`src/rtl/clock_pkg.sv`:
```
`default_nettype none
// +----------------------------------------------------------------------+
// | Package  : clock_pkg                                                 |
// | Purpose  : Shared alarm state encoding and 24 h time limits for the  |
// |            digital clock alarm engine.                               |
// | Revision : 1.0 - initial release                                     |
// +----------------------------------------------------------------------+
package clock_pkg;

  typedef enum logic [1:0] {
    ST_IDLE    = 2'd0,
    ST_RINGING = 2'd1,
    ST_SNOOZED = 2'd2
  } alarm_state_t;

  localparam logic [7:0] MAX_HOUR = 8'd23;
  localparam logic [7:0] MAX_MIN  = 8'd59;
  localparam logic [7:0] MAX_SEC  = 8'd59;

  // True when h:m:s is a legal time of day.
  function automatic logic time_valid(input logic [7:0] h,
                                      input logic [7:0] m,
                                      input logic [7:0] s);
    return (h <= MAX_HOUR) && (m <= MAX_MIN) && (s <= MAX_SEC);
  endfunction

endpackage
`default_nettype wire

```
`src/rtl/alarm_channel.sv`:
```
`default_nettype none
// +----------------------------------------------------------------------+
// | Module   : alarm_channel                                             |
// | Purpose  : One alarm channel: stored time/enable, ring/snooze/stop   |
// |            FSM, snooze counter, silence timer and ring timeout.      |
// |            ALARM_WEEKDAY_EN adds a weekday mask to the match.        |
// | Revision : 1.0 - initial release                                     |
// +----------------------------------------------------------------------+
module alarm_channel
  import clock_pkg::*;
#(
  parameter int SNOOZE_SEC   = 5,
  parameter int MAX_SNOOZE   = 3,
  parameter int RING_TIMEOUT = 60
) (
  input  logic       clk,
  input  logic       reset,
  input  logic       tick_1hz,
  input  logic [7:0] cur_hour,
  input  logic [7:0] cur_min,
  input  logic [7:0] cur_sec,
`ifdef ALARM_WEEKDAY_EN
  input  logic [2:0] cur_weekday,
  input  logic [6:0] wr_days,
`endif
  input  logic       wr_en,
  input  logic [7:0] wr_hour,
  input  logic [7:0] wr_min,
  input  logic [7:0] wr_sec,
  input  logic       wr_enable,
  input  logic       stop_hit,
  input  logic       snooze_hit,
  output logic       ringing,
  output logic       snoozed
);

  localparam logic [7:0] SNOOZE_LEN = 8'(SNOOZE_SEC);
  localparam logic [7:0] SNOOZE_LIM = 8'(MAX_SNOOZE);
  localparam logic [7:0] RING_LAST  = 8'(RING_TIMEOUT - 1);

  alarm_state_t state, state_nxt;
  logic [7:0]   alm_hour, alm_min, alm_sec;
  logic         alm_en;
  logic [7:0]   snooze_cnt, snooze_cnt_nxt;
  logic [7:0]   silence, silence_nxt;
  logic [7:0]   ring_timer, ring_timer_nxt;
  logic         day_ok;
  logic         match;
  logic         go_idle;

`ifdef ALARM_WEEKDAY_EN
  logic [6:0] alm_days;

  // Weekday gate: the selected mask bit must be set; weekday 7 never matches.
  always_comb begin
    day_ok = 1'b0;
    for (int d = 0; d < 7; d++) begin
      if (cur_weekday == 3'(d)) day_ok = alm_days[d];
    end
  end
`else
  assign day_ok = 1'b1;
`endif

  assign match = alm_en && tick_1hz && day_ok &&
                 (alm_hour == cur_hour) && (alm_min == cur_min) && (alm_sec == cur_sec);

  // Stored alarm configuration; only validated writes arrive on wr_en.
  always_ff @(posedge clk) begin
    if (reset) begin
      alm_hour <= '0;
      alm_min  <= '0;
      alm_sec  <= '0;
      alm_en   <= 1'b0;
`ifdef ALARM_WEEKDAY_EN
      alm_days <= '0;
`endif
    end else if (wr_en) begin
      alm_hour <= wr_hour;
      alm_min  <= wr_min;
      alm_sec  <= wr_sec;
      alm_en   <= wr_enable;
`ifdef ALARM_WEEKDAY_EN
      alm_days <= wr_days;
`endif
    end
  end

  // FSM state and counter registers.
  always_ff @(posedge clk) begin
    if (reset) begin
      state      <= ST_IDLE;
      snooze_cnt <= '0;
      silence    <= '0;
      ring_timer <= '0;
    end else begin
      state      <= state_nxt;
      snooze_cnt <= snooze_cnt_nxt;
      silence    <= silence_nxt;
      ring_timer <= ring_timer_nxt;
    end
  end

  // Next state: write > stop > snooze > timeout/silence expiry > match.
  // A RINGING/SNOOZED channel never looks at match, so a stop or snooze on
  // the matching tick cannot re-ring the channel in the same cycle.
  always_comb begin
    state_nxt      = state;
    snooze_cnt_nxt = snooze_cnt;
    silence_nxt    = silence;
    ring_timer_nxt = ring_timer;
    go_idle        = wr_en;
    if (!wr_en) begin
      case (state)
        ST_IDLE: begin
          if (match) begin
            state_nxt      = ST_RINGING;
            ring_timer_nxt = '0;
          end
        end
        ST_RINGING: begin
          if (stop_hit) begin
            go_idle = 1'b1;
          end else if (snooze_hit) begin
            if (snooze_cnt < SNOOZE_LIM) begin
              state_nxt      = ST_SNOOZED;
              snooze_cnt_nxt = snooze_cnt + 8'd1;
              silence_nxt    = SNOOZE_LEN;
            end else begin
              go_idle = 1'b1;
            end
          end else if (tick_1hz) begin
            if (ring_timer >= RING_LAST) go_idle = 1'b1;
            else ring_timer_nxt = ring_timer + 8'd1;
          end
        end
        ST_SNOOZED: begin
          if (stop_hit) begin
            go_idle = 1'b1;
          end else if (tick_1hz) begin
            if (silence <= 8'd1) begin
              state_nxt      = ST_RINGING;
              silence_nxt    = '0;
              ring_timer_nxt = '0;
            end else begin
              silence_nxt = silence - 8'd1;
            end
          end
        end
        default: go_idle = 1'b1;
      endcase
    end
    // Enable bit is kept on IDLE entry so the alarm recurs the next day.
    if (go_idle) begin
      state_nxt      = ST_IDLE;
      snooze_cnt_nxt = '0;
      silence_nxt    = '0;
      ring_timer_nxt = '0;
    end
  end

  assign ringing = (state == ST_RINGING);
  assign snoozed = (state == ST_SNOOZED);

endmodule
`default_nettype wire

```
`src/rtl/multi_alarm_unit.sv`:
```
`default_nettype none
// +----------------------------------------------------------------------+
// | Module   : multi_alarm_unit                                          |
// | Purpose  : N-channel alarm engine: write validation, snooze/stop     |
// |            edge detection, lowest-index priority, merged buzzer.     |
// |            Optional ALARM_WEEKDAY_EN adds weekday mask matching.     |
// | Revision : 1.0 - initial release                                     |
// +----------------------------------------------------------------------+
module multi_alarm_unit
  import clock_pkg::*;
#(
  parameter int NUM_ALARMS   = 4,
  parameter int SNOOZE_SEC   = 5,
  parameter int MAX_SNOOZE   = 3,
  parameter int RING_TIMEOUT = 60,
  // Derived; leave at default.
  parameter int IDX_W        = (NUM_ALARMS > 1) ? $clog2(NUM_ALARMS) : 1
) (
  input  logic                  clk,
  input  logic                  reset,
  input  logic                  tick_1hz,
  input  logic [7:0]            current_24_hour,
  input  logic [7:0]            current_24_min,
  input  logic [7:0]            current_24_sec,
`ifdef ALARM_WEEKDAY_EN
  input  logic [2:0]            current_weekday,
  input  logic [6:0]            alarm_input_days,
`endif
  input  logic                  set_alarm,
  input  logic [IDX_W-1:0]      alarm_sel,
  input  logic [7:0]            alarm_input_hour,
  input  logic [7:0]            alarm_input_min,
  input  logic [7:0]            alarm_input_sec,
  input  logic                  alarm_enable_in,
  input  logic                  snooze_alarm,
  input  logic                  stop_alarm,
  output logic                  alarm_buzzer,
  output logic [IDX_W-1:0]      active_alarm,
  output logic [NUM_ALARMS-1:0] alarm_pending,
  output logic                  set_error
);

  logic                  snooze_q, stop_q;
  logic                  snooze_edge, stop_edge;
  logic                  sel_ok, write_ok;
  logic [NUM_ALARMS-1:0] ringing_v, snoozed_v;
  logic [NUM_ALARMS-1:0] wr_en_v, stop_hit_v, snooze_hit_v;
  logic                  any_ring, any_snz;
  logic [IDX_W-1:0]      ring_idx, snz_idx;

  // Previous levels of snooze/stop so a held button acts only once.
  always_ff @(posedge clk) begin
    if (reset) begin
      snooze_q <= 1'b0;
      stop_q   <= 1'b0;
    end else begin
      snooze_q <= snooze_alarm;
      stop_q   <= stop_alarm;
    end
  end

  assign snooze_edge = snooze_alarm & ~snooze_q;
  assign stop_edge   = stop_alarm & ~stop_q;

  assign sel_ok   = 32'(alarm_sel) < 32'(NUM_ALARMS);
  assign write_ok = set_alarm && sel_ok &&
                    time_valid(alarm_input_hour, alarm_input_min, alarm_input_sec);

  // One-cycle error pulse for a rejected write.
  always_ff @(posedge clk) begin
    if (reset) set_error <= 1'b0;
    else       set_error <= set_alarm && !write_ok;
  end

  // Lowest-index RINGING and lowest-index SNOOZED channel.
  always_comb begin
    any_ring = 1'b0;
    any_snz  = 1'b0;
    ring_idx = '0;
    snz_idx  = '0;
    for (int i = NUM_ALARMS - 1; i >= 0; i--) begin
      if (ringing_v[i]) begin
        any_ring = 1'b1;
        ring_idx = IDX_W'(i);
      end
      if (snoozed_v[i]) begin
        any_snz = 1'b1;
        snz_idx = IDX_W'(i);
      end
    end
  end

  for (genvar i = 0; i < NUM_ALARMS; i++) begin : g_ch
    // Stop goes to the active ringer, else to the lowest snoozed channel;
    // snooze only ever goes to the active ringer.
    assign wr_en_v[i]      = write_ok && (alarm_sel == IDX_W'(i));
    assign stop_hit_v[i]   = stop_edge &&
                             (any_ring ? (ring_idx == IDX_W'(i))
                                       : (any_snz && (snz_idx == IDX_W'(i))));
    assign snooze_hit_v[i] = snooze_edge && any_ring && (ring_idx == IDX_W'(i));

    alarm_channel #(
      .SNOOZE_SEC   (SNOOZE_SEC),
      .MAX_SNOOZE   (MAX_SNOOZE),
      .RING_TIMEOUT (RING_TIMEOUT)
    ) u_ch (
      .clk         (clk),
      .reset       (reset),
      .tick_1hz    (tick_1hz),
      .cur_hour    (current_24_hour),
      .cur_min     (current_24_min),
      .cur_sec     (current_24_sec),
`ifdef ALARM_WEEKDAY_EN
      .cur_weekday (current_weekday),
      .wr_days     (alarm_input_days),
`endif
      .wr_en       (wr_en_v[i]),
      .wr_hour     (alarm_input_hour),
      .wr_min      (alarm_input_min),
      .wr_sec      (alarm_input_sec),
      .wr_enable   (alarm_enable_in),
      .stop_hit    (stop_hit_v[i]),
      .snooze_hit  (snooze_hit_v[i]),
      .ringing     (ringing_v[i]),
      .snoozed     (snoozed_v[i])
    );
  end

  // Outputs decode channel state flops directly: one cycle after the event.
  assign alarm_buzzer  = any_ring;
  assign active_alarm  = ring_idx;
  assign alarm_pending = ringing_v | snoozed_v;

endmodule
`default_nettype wire

```
`config.mk`:
```
export PLATFORM = sky130hd
export DESIGN_NAME = multi_alarm_unit
export DESIGN_NICKNAME = d
export VERILOG_FILES = /design/src/rtl/clock_pkg.sv /design/src/rtl/alarm_channel.sv /design/src/rtl/multi_alarm_unit.sv
export SDC_FILE = /design/constraint.sdc
export NUM_CORES = 1
export LEC_CHECK = 0
export CORE_UTILIZATION = 55
export CTS_BUF_LIST = sky130_fd_sc_hd__clkbuf_4
export DETAILED_ROUTE_END_ITERATION = 7
export PLACE_DENSITY = 0.85
export SYNTH_ARGS = -nofsm -noshare
export SYNTH_HDL_FRONTEND = slang
export SYNTH_SLANG_ARGS = --single-unit
export TNS_END_PERCENT = 50
```
`constraint.sdc`:
```
create_clock -name clk -period 3 [get_ports clk]
set_input_delay 0.45 -clock clk [delete_from_list [all_inputs] [get_ports clk]]
set_output_delay 0.45 -clock clk [all_outputs]
set_load 0.05 [all_outputs]
```
# Word-level counts from Yosys, hierarchy flattened
# Index checks and enable logic that the tools add are counted.
dict set report op_classes {
  n_reduce_logical 73
  bitwise 13
  multipliers 0
  n_lt_le_gt_ge 15
  div 0
  mux 148
  eq_ne 69
  addsub 12
  shifts 0
}
# cell n
set op_table {}
lappend op_table {{two-way mux 8 bit} 56}
lappend op_table {{equality test 8 bit} 12}
lappend op_table {{one-hot mux 8 bit (3 select lines)} 4}
lappend op_table {{two-way mux 2 bit} 36}
lappend op_table {{adder 8 x 1 -> 8 bit, second input constant} 8}
lappend op_table {{!= test 2 bit, second input constant} 32}
lappend op_table {{one-hot mux 8 bit (2 select lines)} 4}
lappend op_table {{two-way mux 1 bit} 40}
lappend op_table {{AND reduction 10 bit} 4}
lappend op_table {{logical AND 1 bit} 37}
lappend op_table {{AND reduction 9 bit} 4}
lappend op_table {{greater-or-equal comparator 8 x 6 -> 1 bit, second input constant} 4}
lappend op_table {{<= comparator 8 x 1 -> 1 bit, second input constant} 4}
lappend op_table {{< comparator 8 x 2 -> 1 bit, second input constant} 4}
lappend op_table {{subtractor 8 x 1 -> 8 bit, second input constant} 4}
lappend op_table {{AND reduction 7 bit} 4}
lappend op_table {{one-hot mux 2 bit (3 select lines)} 4}
lappend op_table {{equality test 2 bit, second input constant} 10}
lappend op_table {{AND reduction 5 bit} 4}
lappend op_table {{<= comparator 8 x 6 -> 1 bit, second input constant} 2}
lappend op_table {{!= test 2 x 1 -> 1 bit, second input constant} 8}
lappend op_table {{equality test 2 x 1 -> 1 bit, second input constant} 7}
lappend op_table {{zero test 2 bit} 7}
lappend op_table {{one-hot mux 1 bit (3 select lines)} 4}
lappend op_table {{other kinds (8)} 27}
dict set report totals {
  word_cells 365
  memories 0
  latchBits 0
  ramBits 0
  out_inout_bits 8
  romBits 0
  reg_bits 207
  in_bits 57
}

# Depth between registers and ports, before layout
# Gate-level depths: netlist (run 1).
dict set report depth {
  word_depth 13
  depth_mapped 11
  ltp_nobuf 8
}

# Cells and area by module
# Synthesis (run 1) repeated with hierarchy kept, for this count alone.
dict set report unflattened {
  hier_cells 1187
  hier_area_um2 10390.0
}
# module cells_each area_per_inst_um2 instances seq_area_each_um2
set modules_own_cells {}
lappend modules_own_cells {alarm_channel 284 2511.2 4 1021.0}
lappend modules_own_cells {multi_alarm_unit 51 345.3 1 60.1}

# Least setup slack after synthesis (run 1)
# OpenSTA, ideal clock, no wires.
dict set report synth_timing {
  path_type {register to register}
  start {register g_ch[1].u_ch.state[1]}
  end {register g_ch[3].u_ch.snooze_cnt[0]}
  stages_incl_launch_ff 10
  path_slack_ns 0.032
  arrival_ns 2.851
  required_time_ns 2.883
  path_buffers 2
  path_cell_list {dfxtp_1 inv_1 ha_1 clkbuf_1 or4_1 a2111oi_0 o221ai_1 o2111ai_1 buf_2 nor2_1}
}
dict set report synth_via {
  word_cells_on_any_way 25
  classes_between {eq/ne (4); mux (14); bitwise (1); reduce/logical (6)}
}
# element line_no
set synth_lines {}
lappend synth_lines {{from (decl)} alarm_channel.sv:41} ;# alarm_state_t state, state_nxt;
lappend synth_lines {{from (signal assigned)} alarm_channel.sv:97} ;# state <= state_nxt;
lappend synth_lines {{equality test 2 x 1 -> 1 bit (*)} alarm_channel.sv:162} ;# assign ringing = (state == ST_RINGING);
lappend synth_lines {{via g_ch[1].u_ch.ringing} alarm_channel.sv:33} ;# output logic ringing,
lappend synth_lines {{two-way mux 1 bit (*) (2 in a row)} multi_alarm_unit.sv:82} ;# if (ringing_v[i]) begin
lappend synth_lines {{via alarm_buzzer} multi_alarm_unit.sv:37} ;# output logic alarm_buzzer,
lappend synth_lines {{logical AND 1 bit (2 in a row)} multi_alarm_unit.sv:100} ;# assign snooze_hit_v[i] = snooze_edge && any_ring && (ring_idx == IDX_W'(i));
lappend synth_lines {{two-way mux 1 bit} alarm_channel.sv:124} ;# end else if (snooze_hit) begin
lappend synth_lines {{two-way mux 1 bit} alarm_channel.sv:122} ;# if (stop_hit) begin
lappend synth_lines {{one-hot mux 1 bit (3 select lines)} alarm_channel.sv:114} ;# case (state)
lappend synth_lines {{two-way mux 1 bit} alarm_channel.sv:113} ;# if (!wr_en) begin
lappend synth_lines {{OR reduction 2 bit (no source line)} --}
lappend synth_lines {{to (signal assigned)} alarm_channel.sv:98} ;# snooze_cnt <= snooze_cnt_nxt;
lappend synth_lines {{to (decl)} alarm_channel.sv:44} ;# logic [7:0] snooze_cnt, snooze_cnt_nxt;
# The timed path passes the listed nets; every way through them passes the cells marked *.
# A chain may end at the register's enable or synchronous reset.

# Worst setup path after layout (run 1)
dict set report layout_timing {
  start {register g_ch[2].u_ch.state[1]}
  end {output port alarm_buzzer}
}
dict set report layout_via {
  elab_chain_len 4
}
# element line_no
set layout_rtl {}
lappend layout_rtl {{from (decl)} alarm_channel.sv:41}
lappend layout_rtl {{from (signal assigned)} alarm_channel.sv:97}
lappend layout_rtl {{equality test 2 x 1 -> 1 bit} alarm_channel.sv:162}
lappend layout_rtl {{via g_ch[2].u_ch.ringing} alarm_channel.sv:33}
lappend layout_rtl {{two-way mux 1 bit (3 in a row)} multi_alarm_unit.sv:82}
lappend layout_rtl {{to (decl)} multi_alarm_unit.sv:37}
# The timed path passes the listed nets, and every way through them passes these cells.

==> results of run 1 <==
Yosys cell counts, types with 17 or more instances:
cell,number
dfxtp_1,207
nand2_1,197
a21oi_1,121
xnor2_1,72
nor2_1,69
clkbuf_1,62
o21ai_0,42
nand3_1,41
and2_1,40
nand4_1,38
ha_1,36
xor2_1,32
and3_1,31
inv_1,30
nor3_1,29
nor4_1,24
or3_1,17
or4_1,17
cell families (layout without fill, tap and decap cells):
kind of cell / Yosys count / in the layout / share of synthesized area (%)
simple gates: 565 / 565 / 27.89
compound gates: 246 / 246 / 14.70
fa+ha+maj: 36 / 36 / 4.303
buf+inv: 102 / 297 / 3.753
xor+xnor: 104 / 104 / 8.702
flops: 207 / 207 / 39.59
other cells: 0 / 1 / 0
mux: 11 / 11 / 1.064
registers in the layout (all words and copies together) (netlist names):
signal and flops:
set_error 1, g_ch.u_ch.alm_min 32, g_ch.u_ch.alm_en 4, g_ch.u_ch.silence 32, g_ch.u_ch.snooze_cnt 32, snooze_q 1, g_ch.u_ch.state 8, g_ch.u_ch.ring_timer 32
g_ch.u_ch.alm_sec 32, g_ch.u_ch.alm_hour 32, stop_q 1
metal layers:
metal  vias up  GRT usage [%]  wire length (um)
li1       4831              -                 -
met1      4724          36.17             11940
met2       450          50.58             14060
met3        94          6.188              2236
met4         0          17.35              1352
met5         -              0                 0
cells in the final DEF, fill, tap and decap left out, types with 38 or more instances in the layout:
master           Yosys  final
nand3_1             41     41
buf_4                0    117
dfxtp_1            207    207
nand2_1            197    197
xnor2_1             72     72
a21oi_1            121    121
o21ai_0             42     40
clkdlybuf4s50_1      0     60
nor2_1              69     69
and2_1              40     40
nand4_1             38     38
clkbuf_4             0     77
through the flow:
step	utilization, %	TNS (ps)
after floorplan	-	0
after global placement	64.03	-736.7
after detailed placement	64.03	-1662
after CTS	67.36	-0.9837
after global routing	67.43	-60.88
final	67.43	-9.177
report_power, final:
| group | switching, mW | internal, mW | leakage [nW] |
|---|---|---|---|
| Combinational | 0.520 | 0.408 | 2.84 |
| Clock | 1.18 | 1.17 | 0.375 |
| Sequential | 0.0349 | 2.78 | 1.67 |
| Total | 1.73 | 4.36 | 4.89 |
what timing repair did:
action / in CTS / in global routing
setup endpoints to repair: 2 / 33
hold buffers: 0 / 0
pin swaps: 0 / 2
setup buffers: 0 / 1
gates resized for setup: 2 / 7
layout make-up:
| class | count | area, um^2 |
|---|---|---|
| Fill cell | 1444 | 6092 |
| Multi-Input combinational cell | 962 | 5938 |
| Sequential cell | 207 | 4144 |
| Timing Repair Buffer | 180 | 1498 |
| Clock buffer | 77 | 578.1 |
| Tap cell | 234 | 292.8 |
| Inverter | 30 | 112.6 |
| Clock inverter | 10 | 47.55 |
| Antenna cell | 1 | 2.502 |
worst max path at each step:
| stage | from | to | cells past startpoint |
|---|---|---|---|
| floorplan | g_ch[1].u_ch.state[1] | g_ch[3].u_ch.snooze_cnt[0] | 9 |
| global placement | current_24_sec[1] | g_ch[0].u_ch.ring_timer[5] | 8 |
| detailed placement | current_24_sec[4] | g_ch[3].u_ch.ring_timer[2] | 7 |
| CTS | g_ch[2].u_ch.state[1] | alarm_buzzer | 4 |
| global route | g_ch[2].u_ch.state[1] | alarm_buzzer | 4 |
| finish | g_ch[2].u_ch.state[1] | alarm_buzzer | 4 |
==> flow_metrics.env, run 1 <==
export IMPL_ys_async_sr_fraction_pct=0
export IMPL_critPathBufInv=2
export IMPL_ys_types=71
export IMPL_cts_sinks=207
export IMPL_fin_worst_skew_ps=56.24
export IMPL_track_usage_pct=30.24
export IMPL_placed_cells=1612
export IMPL_grt_pass1_vias=9780
export IMPL_hold_depth=2
export IMPL_cap_violations=0
export IMPL_synth_top_area_share_pct=39.59
export IMPL_worst_path_largest_cell_delay_ps=650
export IMPL_grt_overflow_total=0
export IMPL_hold_path_class="in -> reg"
export IMPL_cts_tree="built"
export IMPL_holdWs_ps=72.64
export IMPL_wire_per_inst_um=17.39
export IMPL_synth_area_leaders="dfxtp_1 40%, nand2_1 7.1%, xnor2_1 6.0%"
export IMPL_period_share_pct=100.3
export IMPL_peakVddDrop_mv=0.3047
export IMPL_drcViolationCount=1
export IMPL_rsz0062_at_grt="true"
export IMPL_core_area_mm2=0.01871
export IMPL_fmax_mhz=332.3
export IMPL_required_ps=2550
export IMPL_cp_cell_sequence="inv_1 -> ha_1 -> or4_1 -> dlygate4sd2_1"
export IMPL_period_needed_ps=3009
export IMPL_synthesis_area_mm2=0.01047
export IMPL_syn_inst=1271
export IMPL_synth_flop_cell="dfxtp_1"
export IMPL_synth_edf_count=0
export IMPL_port_buffers=64
export IMPL_drt_antenna_violating_nets=0
export IMPL_post_dp_cell_area_mm2=0.01198
export IMPL_preCtsSetupSlack_ps=-154.7
export IMPL_hold_viol_final=0
export IMPL_rows=50
export IMPL_crit_fanout=4
export IMPL_power_leakage_nw=4.887
export IMPL_synth_nets=1364
export IMPL_avgViaCountPerCell=5.937
export IMPL_cts_made_buffers=54
export IMPL_r2r_cells=9
export IMPL_io_pins=65
export IMPL_layout_setup_ws_ps=-9.177
export IMPL_path_clk_slew_ps=70
export IMPL_die_area_mm2=0.01959
export IMPL_crit_path_top_delay_cell="or4_1"
export IMPL_antenna_found_initial=1
export IMPL_ys_warn_count=0
export IMPL_place_congestion=0.9180
export IMPL_dr_pass1_iters=8
export IMPL_cts_buffer_depth=3
export IMPL_worstPathArrival_ps=2560
export IMPL_grt_max_degree=40
export IMPL_cp_end_kind="output pin"
export IMPL_worstMarginPinSlew_ps=779.4
export IMPL_drtIter0Drc=829
export IMPL_htreeDepth=2
export IMPL_drive_gt1_share_pct=15.14
export IMPL_area_growth_pct=20.50
export IMPL_final_cells=1701
export IMPL_worstSkewPairLatency_ps=730
export IMPL_synth_largest_area_cell="dfxtp_1"
export IMPL_wl_mm=29.59
export IMPL_fin_total_pwr_mw=6.087
export IMPL_dp_hpwl_mm=21.06
export IMPL_crit_family="simple AND/OR/NAND/NOR gates"
export IMPL_seq_area_frac_synth_pct=39.59
export IMPL_grt_pass1_wl_mm=47.69
export IMPL_die_w_um=140.0
export IMPL_die_y_um=140.0
export IMPL_power_density_mw_per_mm2=482.6
export IMPL_syn_avg_cell_area_um2=8.236
export IMPL_worstReg2RegStart="g_ch[2].u_ch.state[1]"
export IMPL_root_buffer="clkbuf_4"
export IMPL_ys_ff_latch=207
export IMPL_regToRegEndpoint="g_ch[2].u_ch.ring_timer[4]"
export IMPL_reg2reg_setup_slack_ps=110
export IMPL_slew_headroom_pct=47.31
export IMPL_status="finished with violations"
export IMPL_fin_nets=1528
export IMPL_finish_instance_area_mm2=0.01261
export IMPL_vias=10100
export IMPL_holdCritStartpoint="reset"
export IMPL_drv_slew=0
export IMPL_finalSetupViolations=1
export IMPL_holdPathEnd="snooze_q"
export IMPL_violations="design-rule violations, negative setup slack"
export IMPL_start_util_pct=55.96
export IMPL_setup_worst_path_start_class="flop"
export IMPL_crit_type="reg -> out"
Power figures use the tool's default switching activity.
==> run 2, diff against run 1 <==
- CORE_UTILIZATION: 55 -> 62
- PLACE_DENSITY: 0.85 -> 0.93
==> run 2 against run 1 <==
Effect of this change:
- the flow now finishes without violations
- cell area fell by 0.18%
- final cell count decreased by 0.65%
- sequential cell count is the same
- combinational power barely moved
- critical path depth down 1
- largest cell class unchanged
- largest power group unchanged
==> flow_metrics.env, run 2 (synthesis gave the netlist of run 1 again) <==
export IMPL_slew_headroom_pct=53.82
export IMPL_grt_pass1_wl_mm=51.16
export IMPL_dr_pass1_iters=6
export IMPL_crit_type="reg -> out"
export IMPL_crit_family="buffers and inverters"
export IMPL_period_share_pct=96.13
export IMPL_fin_worst_skew_ps=69.32
export IMPL_area_growth_pct=20.28
export IMPL_placed_cells=1592
export IMPL_io_pins=65
export IMPL_root_buffer="clkbuf_4"
export IMPL_p_comb_share_pct=15.2
export IMPL_die_w_um=131.9
export IMPL_critPathBufInv=2
export IMPL_clkPwrFrac_pct=38.7
export IMPL_power_density_mw_per_mm2=484.7
export IMPL_grt_pass1_vias=10390
export IMPL_antenna_found_initial=2
export IMPL_drive_gt1_share_pct=14.99
export IMPL_period_needed_ps=2884
export IMPL_wl_mm=32.29
export IMPL_netSwitchingFraction_pct=30.02
export IMPL_die_y_um=131.9
export IMPL_cts_buffer_depth=3
export IMPL_cts_made_buffers=55
export IMPL_p_switching_mw=1.832
export IMPL_htreeDepth=2
export IMPL_rows=47
export IMPL_postCtsSetupRepairBufs=0
export IMPL_peakVddDrop_mv=0.3699
export IMPL_pwr_share_seq_pct=46.1
export IMPL_fin_nets=1522
export IMPL_cap_violations=0
export IMPL_hold_depth=2
export IMPL_final_cells=1690
export IMPL_regToRegEndpoint="g_ch[3].u_ch.silence[6]"
export IMPL_dp_hpwl_mm=21.48
export IMPL_holdPathEnd="g_ch[1].u_ch.alm_hour[1]"
export IMPL_drt_antenna_violating_nets=0
export IMPL_cts_tree="built"
export IMPL_wire_per_inst_um=19.11
export IMPL_port_buffers=64
export IMPL_hold_path_class="in -> reg"
export IMPL_r2r_cells=10
export IMPL_worstReg2RegStart="g_ch[3].u_ch.state[1]"
export IMPL_avgViaCountPerCell=6.317
export IMPL_p_int_mw=4.271
export IMPL_ctsHoldBuffers=0
export IMPL_drtIter0Drc=1176
export IMPL_postLayoutCoreUtil_pct=76.19
export IMPL_crit_fanout=4
export IMPL_reg2reg_setup_slack_ps=180
export IMPL_start_util_pct=63.35
export IMPL_final_common_cell="dfxtp_1"
export IMPL_place_congestion=0.9923
export IMPL_final_cell_mix="207 x dfxtp_1, 196 x nand2_1, 121 x a21oi_1"
export IMPL_worstSkewPairLatency_ps=750
export IMPL_setup_worst_path_start_class="flop"
export IMPL_fmax_mhz=346.8
export IMPL_required_ps=2550
export IMPL_finalSetupTns_ps=0
export IMPL_holdCritStartpoint="reset"
export IMPL_status="complete, no violations"
export IMPL_finalSetupViolations=0
export IMPL_drcViolationCount=0
export IMPL_grt_max_degree=51
export IMPL_worst_path_largest_cell_delay_ps=830
export IMPL_worstPathArrival_ps=2430
export IMPL_power_leakage_nw=4.865
export IMPL_core_area_mm2=0.01652
export IMPL_worstMarginPinSlew_ps=692.7
export IMPL_vias=10680
export IMPL_die_area_mm2=0.01741
export IMPL_crit_path_top_delay_cell="clkdlybuf4s50_1"
export IMPL_drv_slew=0
export IMPL_cp_end_kind="output pin"
export IMPL_path_clk_slew_ps=70
export IMPL_hold_viol_final=0
export IMPL_grt_overflow_total=0
export IMPL_cts_sinks=207
export IMPL_track_usage_pct=36.79
export IMPL_cp_cell_sequence="inv_1 -> ha_1 -> clkdlybuf4s50_1"
==> run 2: cell count changes in the layout (fill, tap and decap cells not counted), sizes merged <==
cell         delta
dlygate4sd2     -1
diode           +1
inv             +3
clkbuf          -6
buf             -8
clkinv         +14
==> run 2: what timing repair did <==
| action | CTS | global route |
|---|---|---|
| endpoints found under the setup margin | 3 | 37 |
| gates resized for setup | 3 | 16 |
| pin swaps | 0 | 1 |
| gates cloned | 0 | 0 |
==> run 2: worst register-to-register path, cell delays in order (launching register included) <==
cell and delay, ps:
dfxtp_1 340, inv_1 130, ha_1 300, or4_1 280, a2111oi_2 60, buf_4 160, o221ai_2 230, nand4_1 280
buf_4 240, or4_1 510, a21oi_1 150
==> run 2: worst max-delay path by stage <==
stage / start / endpoint / slack, ps / depth (start not counted)
finish: g_ch[3].u_ch.state[1] / alarm_pending[3] / 120 / 3
global route: g_ch[3].u_ch.state[1] / g_ch[1].u_ch.ring_timer[2] / -30 / 8
CTS: g_ch[2].u_ch.state[1] / alarm_buzzer / 4 / 4
detailed placement: current_24_min[5] / g_ch[0].u_ch.ring_timer[6] / -190 / 8
global placement: current_24_min[5] / g_ch[0].u_ch.ring_timer[5] / -150 / 8
floorplan: g_ch[1].u_ch.state[1] / g_ch[3].u_ch.snooze_cnt[0] / 30 / 9
==> run 2: power groups by stage <==
stage	sequential (mW)	clock, mW	combinational, mW
after floorplan	2.87	0	0.534
after global placement	2.88	0	0.869
after detailed placement	2.88	0	0.890
after CTS	2.81	2.37	0.899
after global routing	2.82	2.52	0.983
final	2.82	2.36	0.927
==> run 2: area by class of cell <==
cell class,count,area (um^2)
inverter,30,112.6
clock buffer,69,518.0
clock inverter,27,117.6
antenna,2,5.005
tap,220,275.3
multi-input combinational,962,5967
timing repair buffer,173,1451
fill,1059,3934
sequential,207,4144
==> run 2: metrics by stage <==
stage | hold WS, ps | setup WS [ps] | cell area (um^2) | power, mW
after CTS | 256.9 | 4.234 | 12560 | 6.083
after detailed placement | 419.8 | -187.0 | 11930 | 3.767
after floorplan | 409.6 | 31.96 | 10470 | 3.405
after global placement | 417.3 | -149.1 | 11930 | 3.744
final | 275.7 | 116.2 | 12590 | 6.103
after global routing | 281.4 | -25.93 | 12590 | 6.323
==> run 2: layer usage <==
| metal | vias to the layer above | global-route usage [%] | part of all wire, % | wire length (um) |
|---|---|---|---|---|
| met5 | - | 0 | 0 | 0 |
| met4 | 0 | 28.81 | 8.0 | 2585 |
| met3 | 244 | 9.804 | 10 | 3241 |
| met2 | 696 | 59.82 | 46 | 14920 |
| met1 | 4901 | 41.05 | 36 | 11540 |
| li1 | 4834 | - | - | - |
==> run 3, diff against run 2 <==
- SYNTH_HIERARCHICAL: not set -> 1
==> run 3 against run 2 <==
Effect of this change:
- via count down 7.8%
- final cell count down 6.6%
- sequential power hardly changed
- critical path type unchanged
- largest power group unchanged
- highest routed layer unchanged
==> flow_metrics.env, run 3 <==
export IMPL_start_util_pct=64.47
export IMPL_antenna_found_initial=1
export IMPL_syn_avg_cell_area_um2=8.753
export IMPL_track_usage_pct=33.79
export IMPL_holdPathEnd="g_ch[3].u_ch/alm_min[5]"
export IMPL_synthesis_area_mm2=0.01039
export IMPL_status="complete, no violations"
export IMPL_dr_pass1_iters=6
export IMPL_crit_path_top_delay_cell="clkdlybuf4s50_1"
export IMPL_worstReg2RegStart="g_ch[0].u_ch/state[1]"
export IMPL_synth_top_area_share_pct=39.88
export IMPL_r2r_cells=9
export IMPL_fin_total_pwr_mw=6.741
export IMPL_core_area_mm2=0.01612
export IMPL_fin_worst_skew_ps=87.43
export IMPL_crit_fanout=13
export IMPL_dp_hpwl_mm=18.99
export IMPL_synth_top_family_by_area="simple AND/OR/NAND/NOR gates"
export IMPL_die_w_um=131.5
export IMPL_power_density_mw_per_mm2=547.2
export IMPL_critPathBufInv=3
export IMPL_worstSkewPairLatency_ps=710
export IMPL_grt_overflow_total=0
export IMPL_finish_instance_area_mm2=0.01232
export IMPL_p_switching_mw=2.179
export IMPL_worstMarginPinSlew_ps=760.3
export IMPL_synth_edf_count=0
export IMPL_netSwitchingFraction_pct=32.32
export IMPL_synth_simple_area_share_pct=24.17
export IMPL_fmax_mhz=342.4
export IMPL_drive_gt1_share_pct=13.67
export IMPL_die_area_mm2=0.01728
export IMPL_area_growth_pct=18.57
export IMPL_synth_fa_ha_area_share_pct=3.854
export IMPL_ys_types=44
export IMPL_setup_worst_path_start_class="flop"
export IMPL_ctsHoldBuffers=0
export IMPL_hold_viol_final=0
export IMPL_htreeDepth=2
export IMPL_regToRegEndpoint="g_ch[1].u_ch/silence[4]"
export IMPL_regArea_mm2=0.004144
export IMPL_drtIter0Drc=1019
export IMPL_die_y_um=131.5
export IMPL_worst_path_largest_cell_delay_ps=700
export IMPL_io_pins=65
export IMPL_vias=9844
export IMPL_pwr_share_seq_pct=42.0
export IMPL_cts_buffer_depth=3
export IMPL_synthTopCellsByCount="207 x dfxtp_1, 168 x nor2_1, 108 x mux2i_1, 96 x xnor2_1, 60 x nand2_1"
export IMPL_ys_async_sr_fraction_pct=0
export IMPL_holdCritStartpoint="reset"
export IMPL_yosysMostFrequentCell="dfxtp_1"
export IMPL_synth_nets=1276
export IMPL_rows=46
export IMPL_crit_family="buffers and inverters"
export IMPL_nFillCells=1013
export IMPL_grt_pass1_vias=9853
export IMPL_synth_compound_area_share_pct=10.26
export IMPL_synth_xor_area_share_pct=8.430
export IMPL_grt_pass1_wl_mm=47.78
export IMPL_worstPathArrival_ps=2470
export IMPL_drcViolationCount=0
export IMPL_seq_area_frac_synth_pct=39.88
export IMPL_multi_input_area_mm2=0.005969
export IMPL_rsz0062_at_grt="false"
export IMPL_fin_nets=1414
export IMPL_p_comb_share_pct=22.1
export IMPL_wire_per_inst_um=18.64
export IMPL_slew_headroom_pct=48.00
export IMPL_grt_max_degree=63
export IMPL_post_dp_cell_area_mm2=0.01167
export IMPL_hold_depth=2
export IMPL_postCtsSetupRepairBufs=0
export IMPL_synth_flop_cell="dfxtp_1"
export IMPL_cp_cell_sequence="inv_1 -> ha_1 -> buf_4 -> or2_1 -> clkdlybuf4s50_1"
export IMPL_cts_made_buffers=52
export IMPL_period_share_pct=97.35
export IMPL_path_clk_slew_ps=90
export IMPL_synth_area_leaders="dfxtp_1 40%, mux2i_1 10%, xnor2_1 8.1%"
export IMPL_required_ps=2550
export IMPL_ys_ff_latch=207
export IMPL_power_leakage_nw=4.482
export IMPL_cts_sinks=207
export IMPL_ys_warn_count=6
export IMPL_avgViaCountPerCell=6.238
export IMPL_synth_largest_area_cell="dfxtp_1"
export IMPL_syn_inst=1187
export IMPL_reg2reg_setup_slack_ps=220
export IMPL_peakVddDrop_mv=0.4933
export IMPL_port_buffers=64
export IMPL_final_cell_mix="207 x dfxtp_1, 168 x nor2_1, 108 x mux2i_1"
export IMPL_cap_violations=0
export IMPL_hold_path_class="in -> reg"
export IMPL_muxShareOfSynthArea_pct=10.40
export IMPL_final_common_cell="dfxtp_1"
export IMPL_cp_end_kind="output pin"
export IMPL_root_buffer="clkbuf_4"
export IMPL_p_int_mw=4.562
export IMPL_crit_type="reg -> out"
export IMPL_drv_slew=0
export IMPL_drt_antenna_violating_nets=0
export IMPL_place_congestion=0.9355
export IMPL_wl_mm=29.42
export IMPL_clkPwrFrac_pct=35.9
export IMPL_cts_tree="built"
export IMPL_period_needed_ps=2920
export IMPL_finalSetupViolations=0
[run 3: power by group through the flow]
stage,clock network (mW),registers [mW],logic (mW)
finish,2.42,2.83,1.49
global route,2.58,2.84,1.60
CTS,2.44,2.83,1.46
detailed placement,0,2.89,1.45
global placement,0,2.89,1.40
floorplan,0,2.89,0.907
[run 3: per-stage QoR]
step	instances	hold slack, ps	setup TNS (ps)	utilization (%)	setup WS (ps)
floorplan	1187	430.2	0	-	358.1
global placement	1487	442.1	-1846	72.41	-233.8
detailed placement	1487	445.6	-4003	72.41	-296.7
CTS	1577	272.3	0	76.41	27.81
global route	1578	292.2	0	76.44	19.28
finish	1578	306.8	0	76.44	79.61
[run 3: worst max-delay path by stage]
| stage | to | cells after the start | startpoint |
|---|---|---|---|
| after global placement | g_ch[1].u_ch/ring_timer[2] | 7 | current_24_min[7] |
| after detailed placement | g_ch[1].u_ch/ring_timer[2] | 7 | current_24_sec[3] |
| after global routing | alarm_pending[0] | 5 | g_ch[0].u_ch/state[1] |
| after floorplan | g_ch[1].u_ch/silence[4] | 10 | g_ch[1].u_ch/state[1] |
| after CTS | alarm_pending[1] | 5 | g_ch[1].u_ch/state[1] |
| final | alarm_pending[0] | 5 | g_ch[0].u_ch/state[0] |
[run 3: cells by family (layout without fill, tap and decap cells)]
| family | after synthesis | count (layout) |
|---|---|---|
| compound gates | 166 | 166 |
| flops | 207 | 207 |
| fa+ha+maj | 32 | 32 |
| xor+xnor | 100 | 100 |
| mux | 108 | 108 |
| simple gates | 491 | 491 |
| buf+inv | 83 | 257 |
| other cells | 0 | 1 |
[run 3: area by class of cell]
class                      count  area share, %
clock inverter                17         0.8328
inverter                      37          1.127
multi-input combinational    897          48.46
clock buffer                  73          4.449
tap                          216          2.194
sequential                   207          33.64
timing repair buffer         130          9.283
antenna                        1        0.02031
[run 3: layer usage]
metal	share of wire, %	routed length, um	vias to the layer above	global-route usage [%]
li1	-	-	4496	-
met1	38	11290	4642	38.63
met5	0	0	-	0
met3	8.2	2423	148	7.137
met4	5.6	1659	0	23.00
met2	48	14050	558	56.58
[run 3: what timing repair did]
item | in CTS | in global routing
gates resized for setup | 5 | 2
gates cloned | 0 | 0
setup endpoints to repair | 5 | 2
